<file path="src/rtl/inst_asm_loader_if.sv">
// Bundle between a decoded-instruction source and the instruction memory loader:
// load request, field beats, memory write port, status and a debug view of the loader FSM.
interface inst_asm_loader_if #(parameter int CNT_W = 8);
  // Handshake: a field beat transfers on a rising clk edge where in_valid and in_ready
  // are both 1. The source holds the fields stable while in_valid=1 and in_ready=0;
  // in_ready never depends on in_valid.
  logic             start;
  logic [31:0]      base_addr;
  logic [CNT_W-1:0] count;
  logic             in_valid;
  logic             in_ready;
  logic [6:0]       opcode;
  logic [2:0]       funct3;
  logic [6:0]       funct7;
  logic [4:0]       rd;
  logic [4:0]       rs1;
  logic [4:0]       rs2;
  logic [31:0]      imm32;
  logic             imem_we;
  logic [31:0]      imem_addr;
  logic [31:0]      imem_wdata;
  logic             busy;
  logic             done;
  logic             err;
  logic [1:0]       state_dbg;

  modport slave (
    input  start, base_addr, count, in_valid,
    input  opcode, funct3, funct7, rd, rs1, rs2, imm32,
    output in_ready, imem_we, imem_addr, imem_wdata, busy, done, err, state_dbg
  );

  modport master (
    output start, base_addr, count, in_valid,
    output opcode, funct3, funct7, rd, rs1, rs2, imm32,
    input  in_ready, imem_we, imem_addr, imem_wdata, busy, done, err, state_dbg
  );
endinterface

</file>
<file path="src/rtl/inst_asm_loader.sv">
// Encodes RV32I field beats into instruction words and writes them to consecutive words of imem.
// Optional INST_ASM_LOADER_CHECK_EN: unlisted opcodes raise err and are skipped instead of R-encoded.
module inst_asm_loader #(
    parameter int CNT_W = 8
) (
    input logic              clk,
    input logic              rst,
    inst_asm_loader_if.slave bus
);

    typedef enum logic [1:0] {
        IDLE = 2'd0,
        LOAD = 2'd1,
        DONE = 2'd2
    } state_t;

    state_t           state_q, state_d;
    logic [31:0]      addr_q;
    logic [CNT_W-1:0] rem_q;
    logic             we_q;
    logic [31:0]      waddr_q;
    logic [31:0]      wdata_q;
    logic [31:0]      enc_word;
    logic             illegal;
    logic             beat;

    assign bus.in_ready   = (state_q == LOAD);
    assign beat           = bus.in_valid && (state_q == LOAD);
    assign bus.busy       = (state_q == LOAD) || (state_q == DONE);
    assign bus.done       = (state_q == DONE);
    assign bus.imem_we    = we_q;
    assign bus.imem_addr  = waddr_q;
    assign bus.imem_wdata = wdata_q;
    assign bus.state_dbg  = state_q;

    // Instruction encoder; the default arm doubles as the fallback for unknown opcodes.
    always_comb begin
        enc_word = {bus.funct7, bus.rs2, bus.rs1, bus.funct3, bus.rd, bus.opcode};
        illegal  = 1'b0;
        case (bus.opcode)
            7'b0110011: enc_word = {bus.funct7, bus.rs2, bus.rs1, bus.funct3, bus.rd, bus.opcode};
            7'b0010011, 7'b0000011, 7'b1100111:
                enc_word = {bus.imm32[11:0], bus.rs1, bus.funct3, bus.rd, bus.opcode};
            7'b0100011:
                enc_word = {bus.imm32[11:5], bus.rs2, bus.rs1, bus.funct3, bus.imm32[4:0], bus.opcode};
            7'b1100011:
                enc_word = {bus.imm32[12], bus.imm32[10:5], bus.rs2, bus.rs1, bus.funct3,
                            bus.imm32[4:1], bus.imm32[11], bus.opcode};
            7'b0110111, 7'b0010111:
                enc_word = {bus.imm32[31:12], bus.rd, bus.opcode};
            7'b1101111:
                enc_word = {bus.imm32[20], bus.imm32[10:1], bus.imm32[11], bus.imm32[19:12],
                            bus.rd, bus.opcode};
            default: begin
                enc_word = {bus.funct7, bus.rs2, bus.rs1, bus.funct3, bus.rd, bus.opcode};
`ifdef INST_ASM_LOADER_CHECK_EN
                illegal  = 1'b1;
`endif
            end
        endcase
    end

    always_comb begin
        state_d = state_q;
        case (state_q)
            IDLE: if (bus.start) state_d = (bus.count == '0) ? DONE : LOAD;
            LOAD: if (beat && rem_q == CNT_W'(1)) state_d = DONE;
            DONE: state_d = IDLE;
            default: state_d = IDLE;
        endcase
    end

    always_ff @(posedge clk) begin
        if (rst) begin
            state_q <= IDLE;
            addr_q  <= '0;
            rem_q   <= '0;
            we_q    <= 1'b0;
            waddr_q <= '0;
            wdata_q <= '0;
        end else begin
            state_q <= state_d;
            we_q    <= 1'b0;
            if (state_q == IDLE && bus.start) begin
                addr_q <= bus.base_addr;
                rem_q  <= bus.count;
            end
            // Illegal beats still consume a slot in the count but leave no hole in memory.
            if (beat) begin
                rem_q <= rem_q - CNT_W'(1);
                if (!illegal) begin
                    we_q    <= 1'b1;
                    waddr_q <= addr_q;
                    wdata_q <= enc_word;
                    addr_q  <= addr_q + 32'd4;
                end
            end
        end
    end

`ifdef INST_ASM_LOADER_CHECK_EN
    logic err_q;
    always_ff @(posedge clk) begin
        if (rst) err_q <= 1'b0;
        else     err_q <= beat && illegal;
    end
    assign bus.err = err_q;
`else
    assign bus.err = 1'b0;
`endif

endmodule

</file>
<file path="src/flat_wrapper.sv">
// flat-port wrapper written by rule: the top's interface ports become plain ports
module inst_asm_loader_flat 
#(
    parameter int CNT_W = 8
)
  (clk, rst, bus_start, bus_base_addr, bus_count, bus_in_valid, bus_opcode, bus_funct3, bus_funct7, bus_rd, bus_rs1, bus_rs2, bus_imm32, bus_in_ready, bus_imem_we, bus_imem_addr, bus_imem_wdata, bus_busy, bus_done, bus_err, bus_state_dbg);
  inst_asm_loader_if #(.CNT_W(CNT_W)) bus_i ();
  input logic clk;
  input logic rst;
  input wire logic [$bits(bus_i.start)-1:0] bus_start;
  input wire logic [$bits(bus_i.base_addr)-1:0] bus_base_addr;
  input wire logic [$bits(bus_i.count)-1:0] bus_count;
  input wire logic [$bits(bus_i.in_valid)-1:0] bus_in_valid;
  input wire logic [$bits(bus_i.opcode)-1:0] bus_opcode;
  input wire logic [$bits(bus_i.funct3)-1:0] bus_funct3;
  input wire logic [$bits(bus_i.funct7)-1:0] bus_funct7;
  input wire logic [$bits(bus_i.rd)-1:0] bus_rd;
  input wire logic [$bits(bus_i.rs1)-1:0] bus_rs1;
  input wire logic [$bits(bus_i.rs2)-1:0] bus_rs2;
  input wire logic [$bits(bus_i.imm32)-1:0] bus_imm32;
  output wire logic [$bits(bus_i.in_ready)-1:0] bus_in_ready;
  output wire logic [$bits(bus_i.imem_we)-1:0] bus_imem_we;
  output wire logic [$bits(bus_i.imem_addr)-1:0] bus_imem_addr;
  output wire logic [$bits(bus_i.imem_wdata)-1:0] bus_imem_wdata;
  output wire logic [$bits(bus_i.busy)-1:0] bus_busy;
  output wire logic [$bits(bus_i.done)-1:0] bus_done;
  output wire logic [$bits(bus_i.err)-1:0] bus_err;
  output wire logic [$bits(bus_i.state_dbg)-1:0] bus_state_dbg;
  assign bus_i.start = bus_start;
  assign bus_i.base_addr = bus_base_addr;
  assign bus_i.count = bus_count;
  assign bus_i.in_valid = bus_in_valid;
  assign bus_i.opcode = bus_opcode;
  assign bus_i.funct3 = bus_funct3;
  assign bus_i.funct7 = bus_funct7;
  assign bus_i.rd = bus_rd;
  assign bus_i.rs1 = bus_rs1;
  assign bus_i.rs2 = bus_rs2;
  assign bus_i.imm32 = bus_imm32;
  assign bus_in_ready = bus_i.in_ready;
  assign bus_imem_we = bus_i.imem_we;
  assign bus_imem_addr = bus_i.imem_addr;
  assign bus_imem_wdata = bus_i.imem_wdata;
  assign bus_busy = bus_i.busy;
  assign bus_done = bus_i.done;
  assign bus_err = bus_i.err;
  assign bus_state_dbg = bus_i.state_dbg;
  inst_asm_loader #(.CNT_W(CNT_W)) u_core (.clk(clk), .rst(rst), .bus(bus_i));
endmodule
</file>
<file path="config.mk">
export PLATFORM = sky130hd
export DESIGN_NAME = inst_asm_loader_flat
export DESIGN_NICKNAME = d
export VERILOG_FILES = /design/src/rtl/inst_asm_loader_if.sv /design/src/rtl/inst_asm_loader.sv /design/src/flat_wrapper.sv
export SDC_FILE = /design/constraint.sdc
export NUM_CORES = 1
export LEC_CHECK = 0
export BUFFER_PORTS_ARGS = -buffer_cell sky130_fd_sc_hd__buf_2
export CORE_MARGIN = 1
export CORE_UTILIZATION = 45
export CTS_CLUSTER_DIAMETER = 40
export DETAILED_ROUTE_END_ITERATION = 12
export PLACE_DENSITY = 0.82
export SYNTH_ARGS = -nofsm -noshare
export SYNTH_HDL_FRONTEND = slang
export SYNTH_SLANG_ARGS = --single-unit
</file>
<file path="constraint.sdc">
create_clock -name clk -period 3.5 [get_ports clk]
set_input_delay 0.35 -clock clk [delete_from_list [all_inputs] [get_ports clk]]
set_output_delay 0.35 -clock clk [all_outputs]
set_load 0.005 [all_outputs]
</file>
==> flow_metrics.env, run 1 <==
export IMPL_cts_max_level=3
export IMPL_hold_path_startpoint="bus_funct7[1]"
export IMPL_grt_first_pass_wirelength_microns=22140
export IMPL_final_hold_violation_count=0
export IMPL_cp_required_ps=3700
export IMPL_timing_critical_path_buf_inv=2
export IMPL_grt_ovfl_total=0
export IMPL_core_area_sq_um=10940
export IMPL_dp_hpwl_microns=10280
export IMPL_detail_route_first_pass_iterations=5
export IMPL_dpl_cell_area_sq_um=6021
export IMPL_syn_inst=632
export IMPL_peakVddDrop_mv=0.3076
export IMPL_finalMaxSlewViolations=0
export IMPL_syn_avg_cell_area_sq_um=8.040
export IMPL_slew_headroom=0.3982
export IMPL_die_width_microns=108.3
export IMPL_port_buffers=177
export IMPL_cp_max_fo=50
export IMPL_route_detailed_drc=0
export IMPL_area_growth_pct=24.75
export IMPL_p_leak_uw=0.002642
export IMPL_grt_setup_unrepaired="no"
export IMPL_die_area_sq_um=11720
export IMPL_cts_root_buf="clkbuf_16"
export IMPL_vias=5268
export IMPL_cp_end_kind="flip-flop"
export IMPL_seqCellArea_sq_um=2142
export IMPL_cts_buffer_depth=2
export IMPL_synth_top_cell_area_share=0.4216
export IMPL_async_flop_share=0
export IMPL_ys_ff_latch=107
export IMPL_first_global_vias=4586
export IMPL_worstHoldEndpoint="u_core.bus.imem_wdata[26]$_SDFFE_PP0P_"
export IMPL_yosys_warnings=0
export IMPL_pin_count=179
export IMPL_netlist_area_sq_um=5081
export IMPL_timing_rr_start="u_core.bus.state_dbg[1]$_SDFFE_PP0P_"
export IMPL_path_cells="inv_1 > ha_1 > and2_4 > buf_4 > nand2_1 > o311ai_0 > a21oi_1"
export IMPL_drive_gt1_frac=0.2774
export IMPL_hp_class="in -> reg"
export IMPL_fin_crit_sh=0.7206
export IMPL_cts_hold_fix_buffers=0
export IMPL_yosysUniqueCellTypes=64
export IMPL_start_util=0.4646
export IMPL_grtUsageTotal=0.2423
export IMPL_hold_depth=3
export IMPL_yosys_top_cells_area="dfxtp_1, nand2_1, a21oi_1"
export IMPL_nets=896
export IMPL_skew_ps=4.603
export IMPL_synth_edf_count=0
export IMPL_clkLatencyLatePin_ps=340
export IMPL_worstSetupStartpointType="flip-flop"
export IMPL_final_util=0.5796
export IMPL_fillers=1054
export IMPL_stdcell_count=926
export IMPL_synthFlopType="dfxtp_1"
export IMPL_syn_nets=746
export IMPL_cts_resized=0
export IMPL_wire_per_inst_microns=15.46
export IMPL_fin_area_sq_um=6339
export IMPL_multi_input_area_sq_um=2729
export IMPL_cts_tree="done"
export IMPL_cp_top_family="simple AND/OR/NAND/NOR gates"
export IMPL_cpPeakStageDelay_ps=520
export IMPL_grt_max_degree=87
export IMPL_fp_dieH_microns=108.3
export IMPL_fin_hold_ws_ps=249.7
export IMPL_clock_sinks=107
export IMPL_cts_clk_slew_worst_paths_ps=70
export IMPL_rows=38
export IMPL_fmax_ghz=0.3965
export IMPL_cts_made_buffers=9
export IMPL_reg2reg_to="u_core.rem_q[4]$_SDFFE_PP0P_"
export IMPL_worst_slew_pin_slew_ps=902.7
export IMPL_netlist_top_cells_count="nand2_1, dfxtp_1, a21oi_1, nor2_1, clkbuf_1"
export IMPL_drt_antenna_violating_nets=0
export IMPL_post_synth_top_count_cell="nand2_1"
export IMPL_path_class="reg -> reg"
export IMPL_cts_setup_buffers=0
export IMPL_power_density_nw_per_um2=487.7
export IMPL_antenna_found_initial=0
export IMPL_setup_viol=0
export IMPL_n_antenna_cell=0
export IMPL_reg2reg_slack_ps=980
export IMPL_placedCellCount=911
export IMPL_post_route_min_period_ps=2522
export IMPL_cap_violations=0
export IMPL_vias_per_cell=5.689
export IMPL_gp_congestion=0.8848
export IMPL_reg2reg_depth=7
export IMPL_synth_top_cell_by_area="dfxtp_1"
export IMPL_synth_seq_area_share=0.4216
export IMPL_setup_tns_ps=0
export IMPL_cp_data_arrival_time_ps=2720
export IMPL_route_final_wire_length_microns=14310
export IMPL_drtIter0Drc=445
export IMPL_slowest_stage="and2_4"
export IMPL_status="completed"
cell type report:
class,instances,share of cell area
Multi-Input combinational cell,471,0.4305
Clock inverter,4,0.01184
Clock buffer,11,0.03829
Inverter,9,0.005330
Tap cell,140,0.02764
Timing Repair Buffer,184,0.1484
Sequential cell,107,0.3379
cells by family (layout without fill, tap and decap cells):
| family | after synthesis | in the layout | share of synthesized area |
|---|---|---|---|
| xor gates and xnor gates | 3 | 3 | 0.005172 |
| muxes | 20 | 20 | 0.04038 |
| adders and majority gates | 6 | 6 | 0.01477 |
| buffers and inverters | 54 | 208 | 0.04284 |
| AOI/OAI and AO/OA | 168 | 168 | 0.2201 |
| DFF | 107 | 107 | 0.4216 |
| other | 1 | 1 | 0.0007380 |
| and+or+nand+nor | 273 | 273 | 0.2544 |
per-layer routing:
metal / GRT usage / vias to the layer above / share of wire
li1: - / 2593 / -
met1: 0.3010 / 2413 / 0.43
met2: 0.4099 / 243 / 0.48
met3: 0.05365 / 19 / 0.074
met4: 0.08977 / 0 / 0.015
met5: 0 / - / 0
stage by stage:
step | power (uW) | setup WS, ps
finish | 3091 | 977.9
global route | 3245 | 769.5
CTS | 3108 | 984.5
detailed placement | 2025 | 1006
global placement | 2012 | 1123
floorplan | 1793 | 1403
cell usage in the layout, fill, tap and decap left out, types with 11 or more instances in the layout:
| master | instances |
|---|---|
| a211oi_1 | 33 |
| a21oi_1 | 64 |
| a221oi_1 | 15 |
| a31oi_1 | 11 |
| buf_2 | 176 |
| dfxtp_1 | 107 |
| mux2i_1 | 16 |
| nand2_1 | 131 |
| nand3_1 | 18 |
| nor2_1 | 51 |
how the worst max path moves through the flow:
| stage | from | to | slack [ps] | depth (start not counted) |
|---|---|---|---|---|
| finish | u_core.bus.state_dbg[1]$_SDFFE_PP0P_ | u_core.rem_q[4]$_SDFFE_PP0P_ | 980 | 7 |
| global route | u_core.bus.state_dbg[1]$_SDFFE_PP0P_ | u_core.rem_q[4]$_SDFFE_PP0P_ | 770 | 7 |
| CTS | u_core.bus.state_dbg[1]$_SDFFE_PP0P_ | u_core.rem_q[4]$_SDFFE_PP0P_ | 980 | 7 |
| detailed placement | u_core.bus.state_dbg[1]$_SDFFE_PP0P_ | u_core.rem_q[4]$_SDFFE_PP0P_ | 1010 | 7 |
| global placement | u_core.bus.state_dbg[1]$_SDFFE_PP0P_ | u_core.rem_q[4]$_SDFFE_PP0P_ | 1120 | 7 |
| floorplan | u_core.bus.state_dbg[1]$_SDFFE_PP0P_ | u_core.addr_q[26]$_SDFFE_PP0P_ | 1400 | 8 |
power breakdown:
part / switching, uW / internal [uW] / total [uW]
Sequential: 103 / 1320 / 1430
Combinational: 335 / 246 / 581
Clock: 443 / 643 / 1090
worst register-to-register path, stage by stage, from the launching register on:
cell	delay [ps]
dfxtp_1	320
inv_1	100
ha_1	340
and2_4	530
buf_4	520
nand2_1	140
o311ai_0	320
a21oi_1	100
sequential cells by signal, summed over array words and instances, names as in the netlist:
name	flops
u_core.rem_q	8
u_core.bus.imem_we	1
u_core.bus.imem_wdata	32
u_core.bus.state_dbg	2
u_core.bus.imem_addr	32
u_core.addr_q	32
Note: power is estimated with default switching activity, not from simulation.
==> run 2, diff against run 1 <==
--- a/config.mk
+++ b/config.mk
@@ -5,12 +5,13 @@
 export SDC_FILE = /design/constraint.sdc
 export NUM_CORES = 1
 export LEC_CHECK = 0
+export ABC_AREA = 1
 export BUFFER_PORTS_ARGS = -buffer_cell sky130_fd_sc_hd__buf_2
 export CORE_MARGIN = 1
 export CORE_UTILIZATION = 45
 export CTS_CLUSTER_DIAMETER = 40
 export DETAILED_ROUTE_END_ITERATION = 12
-export PLACE_DENSITY = 0.82
+export PLACE_DENSITY = 0.81
 export SYNTH_ARGS = -nofsm -noshare
 export SYNTH_HDL_FRONTEND = slang
 export SYNTH_SLANG_ARGS = --single-unit
==> constraint.sdc (replaced) <==
create_clock -name clk -period 2.55 [get_ports clk]
set_input_delay 0.255 -clock clk [delete_from_list [all_inputs] [get_ports clk]]
set_output_delay 0.255 -clock clk [all_outputs]
set_load 0.005 [all_outputs]
==> run 2 against run 1 <==
  * Wire length increased by 10%
  * Sequential cell count unchanged
  * Combinational power is 47% higher
  * Core utilization shrank 0.59 points
  * Count of clock-buffer cells in the layout grew 2
  * Area after synthesis grew 12%
  * Die area up 12%
  * Synthesized cell count up 32%
  * Via count rose by 12%
  * Hold slack got worse by 100 ps
  * Non-clock buffer count up 3
  * Critical endpoint is now u_core.addr_q[31]$_SDFFE_PP0P_
==> flow_metrics.env, run 2 <==
export IMPL_first_global_vias=5509
export IMPL_cts_tree="done"
export IMPL_wire_per_inst_microns=13.54
export IMPL_seqCellArea_sq_um=2142
export IMPL_hp_class="in -> reg"
export IMPL_drtIter0Drc=345
export IMPL_cts_hold_fix_buffers=0
export IMPL_pwr_share_seq=0.463
export IMPL_synth_top_cell_area_share=0.3762
export IMPL_detail_route_first_pass_iterations=5
export IMPL_ys_ff_latch=107
export IMPL_yosysUniqueCellTypes=42
export IMPL_grt_setup_unrepaired="no"
export IMPL_skew_ps=5.361
export IMPL_dp_hpwl_microns=11410
export IMPL_area_growth_pct=22.54
export IMPL_syn_nets=948
export IMPL_p_sw_frac=0.2978
export IMPL_synth_seq_area_share=0.3762
export IMPL_cts_max_level=3
export IMPL_layout_common_cells="nand2_1, buf_2, dfxtp_1, inv_1, nor2_1"
export IMPL_nets=1108
export IMPL_worstSetupStartpointType="flip-flop"
export IMPL_fin_area_sq_um=6978
export IMPL_start_util=0.4682
export IMPL_die_width_microns=114.5
export IMPL_post_synth_top_count_cell="nand2_1"
export IMPL_rows=40
export IMPL_power_switching_uw=1236
export IMPL_syn_inst=834
export IMPL_comb_power_share=0.205
export IMPL_cts_root_buf="clkbuf_16"
export IMPL_synth_top_cell_by_area="dfxtp_1"
export IMPL_cp_max_fo=15
export IMPL_netlist_area_sq_um=5694
export IMPL_netlist_top_cells_count="nand2_1, dfxtp_1, inv_1, nor2_1, o21ai_0"
export IMPL_antenna_found_initial=0
export IMPL_cp_required_ps=2810
export IMPL_final_hold_violation_count=0
export IMPL_gp_congestion=0.9142
export IMPL_grtUsageTotal=0.2477
export IMPL_drive_gt1_frac=0.2495
export IMPL_p_clk_frac=0.332
export IMPL_route_detailed_drc=0
export IMPL_async_flop_share=0
export IMPL_fp_dieH_microns=114.5
export IMPL_cp_end_kind="flip-flop"
export IMPL_cts_setup_buffers=0
export IMPL_die_area_sq_um=13110
export IMPL_multi_input_area_sq_um=2953
export IMPL_drt_antenna_violating_nets=0
export IMPL_power_density_nw_per_um2=594.7
export IMPL_synth_edf_count=0
export IMPL_path_class="reg -> reg"
export IMPL_fin_crit_sh=0.7920
export IMPL_grt_first_pass_wirelength_microns=25700
export IMPL_route_final_wire_length_microns=15790
export IMPL_peakVddDrop_mv=0.4937
export IMPL_cts_clk_slew_worst_paths_ps=70
export IMPL_cp_data_arrival_time_ps=2280
export IMPL_vias_per_cell=5.067
export IMPL_cts_buffer_depth=2
export IMPL_cts_made_buffers=9
export IMPL_pin_count=179
export IMPL_grt_max_degree=59
export IMPL_finalMaxSlewViolations=0
export IMPL_synthFlopType="dfxtp_1"
export IMPL_core_area_sq_um=12160
export IMPL_dpl_cell_area_sq_um=6700
export IMPL_yosys_top_cells_area="dfxtp_1, nand2_1, inv_1"
export IMPL_setup_tns_ps=0
export IMPL_clock_sinks=107
export IMPL_status="completed"
export IMPL_layout_commonest_cell="nand2_1"
export IMPL_vias=5908
export IMPL_grt_ovfl_total=0
export IMPL_clkLatencyLatePin_ps=350
export IMPL_p_leak_uw=0.003567
export IMPL_syn_avg_cell_area_sq_um=6.828
export IMPL_p_int_uw=2914
export IMPL_cap_violations=0
export IMPL_post_route_min_period_ps=2020
export IMPL_cts_resized=0
export IMPL_setup_viol=0
export IMPL_fmax_ghz=0.4951
export IMPL_fillers=1196
export IMPL_yosys_warnings=0
export IMPL_port_buffers=177
export IMPL_n_antenna_cell=0
## run 2: changes by cell type in the layout (fill, tap and decap cells not counted), moves of 14 or more
| cell | before | now |
|---|---|---|
| a21oi_1 | 64 | 39 |
| nor2_1 | 51 | 99 |
| nand3_1 | 18 | 59 |
| o21ai_0 | 7 | 68 |
| a21oi_2 | 0 | 15 |
| mux2i_1 | 16 | 0 |
| inv_1 | 9 | 100 |
| a221oi_1 | 15 | 1 |
| a211oi_1 | 33 | 1 |
| nand2_1 | 131 | 191 |
## run 2: layout make-up
cell class,instances,area share
Multi-Input combinational cell,580,0.4232
Sequential cell,107,0.3070
Timing Repair Buffer,187,0.1413
Inverter,109,0.05863
Clock buffer,13,0.03443
Tap cell,168,0.03012
Clock inverter,2,0.005379
## run 2: power by group through the flow
stage	Sequential, uW	Combinational, uW	Clock [uW]
final	1920	852	1380
after global placement	1950	831	0
after floorplan	1940	538	0
after detailed placement	1950	844	0
after global routing	1940	960	1470
after CTS	1920	850	1410
## run 2: final timing paths
| path | slack [ps] | startpoint | to | depth (start not counted) |
|---|---|---|---|---|
| worst max-delay path | 530 | u_core.bus.state_dbg[1]$_SDFFE_PP0P_ | u_core.addr_q[31]$_SDFFE_PP0P_ | 9 |
| worst min-delay path | 150 | bus_rs2[1] | u_core.bus.imem_wdata[21]$_SDFFE_PP0P_ | 3 |
| worst max register to register | 530 | u_core.bus.state_dbg[1]$_SDFFE_PP0P_ | u_core.addr_q[31]$_SDFFE_PP0P_ | 9 |
| worst min register to register | 470 | u_core.bus.imem_addr[7]$_SDFFE_PP0P_ | u_core.bus.imem_addr[7]$_SDFFE_PP0P_ | 2 |
## run 2: logic make-up after synthesis
logic type      Yosys count  synth area share
buf+inv                 147            0.1057
flops                   107            0.3762
compound gates          163            0.1699
fa+ha+maj                 6           0.01318
simple gates            408            0.3314
other cells               1         0.0006586
xor+xnor                  2          0.003077
## run 2: layer usage
metal,wire (microns),vias up,global-route usage
met5,0,-,0
met4,440,0,0.1082
met3,1178,37,0.05770
met2,7177,235,0.4044
met1,6990,2614,0.3118
li1,-,3022,-
## run 2: critical path, stage by stage, from the launching register on
cell and delay (ps):
dfxtp_1 330, inv_1 100, ha_1 240, nand2_2 130, nand2_2 300, inv_1 310, a22o_1 270, nand3b_1 140
nand2_1 60, inv_1 30
## run 2: metrics by stage
| step | instances | utilization | setup WS (ps) | hold WS [ps] | total power, uW |
|---|---|---|---|---|---|
| after floorplan | 834 | - | 903.0 | 396.6 | 2482 |
| after global placement | 1151 | 0.5509 | 632.4 | 455.1 | 2782 |
| after detailed placement | 1151 | 0.5509 | 565.0 | 458.8 | 2797 |
| after CTS | 1166 | 0.5738 | 543.2 | 134.5 | 4176 |
| after global routing | 1166 | 0.5738 | 407.1 | 146.1 | 4372 |
| final | 1166 | 0.5738 | 530.3 | 147.8 | 4150 |
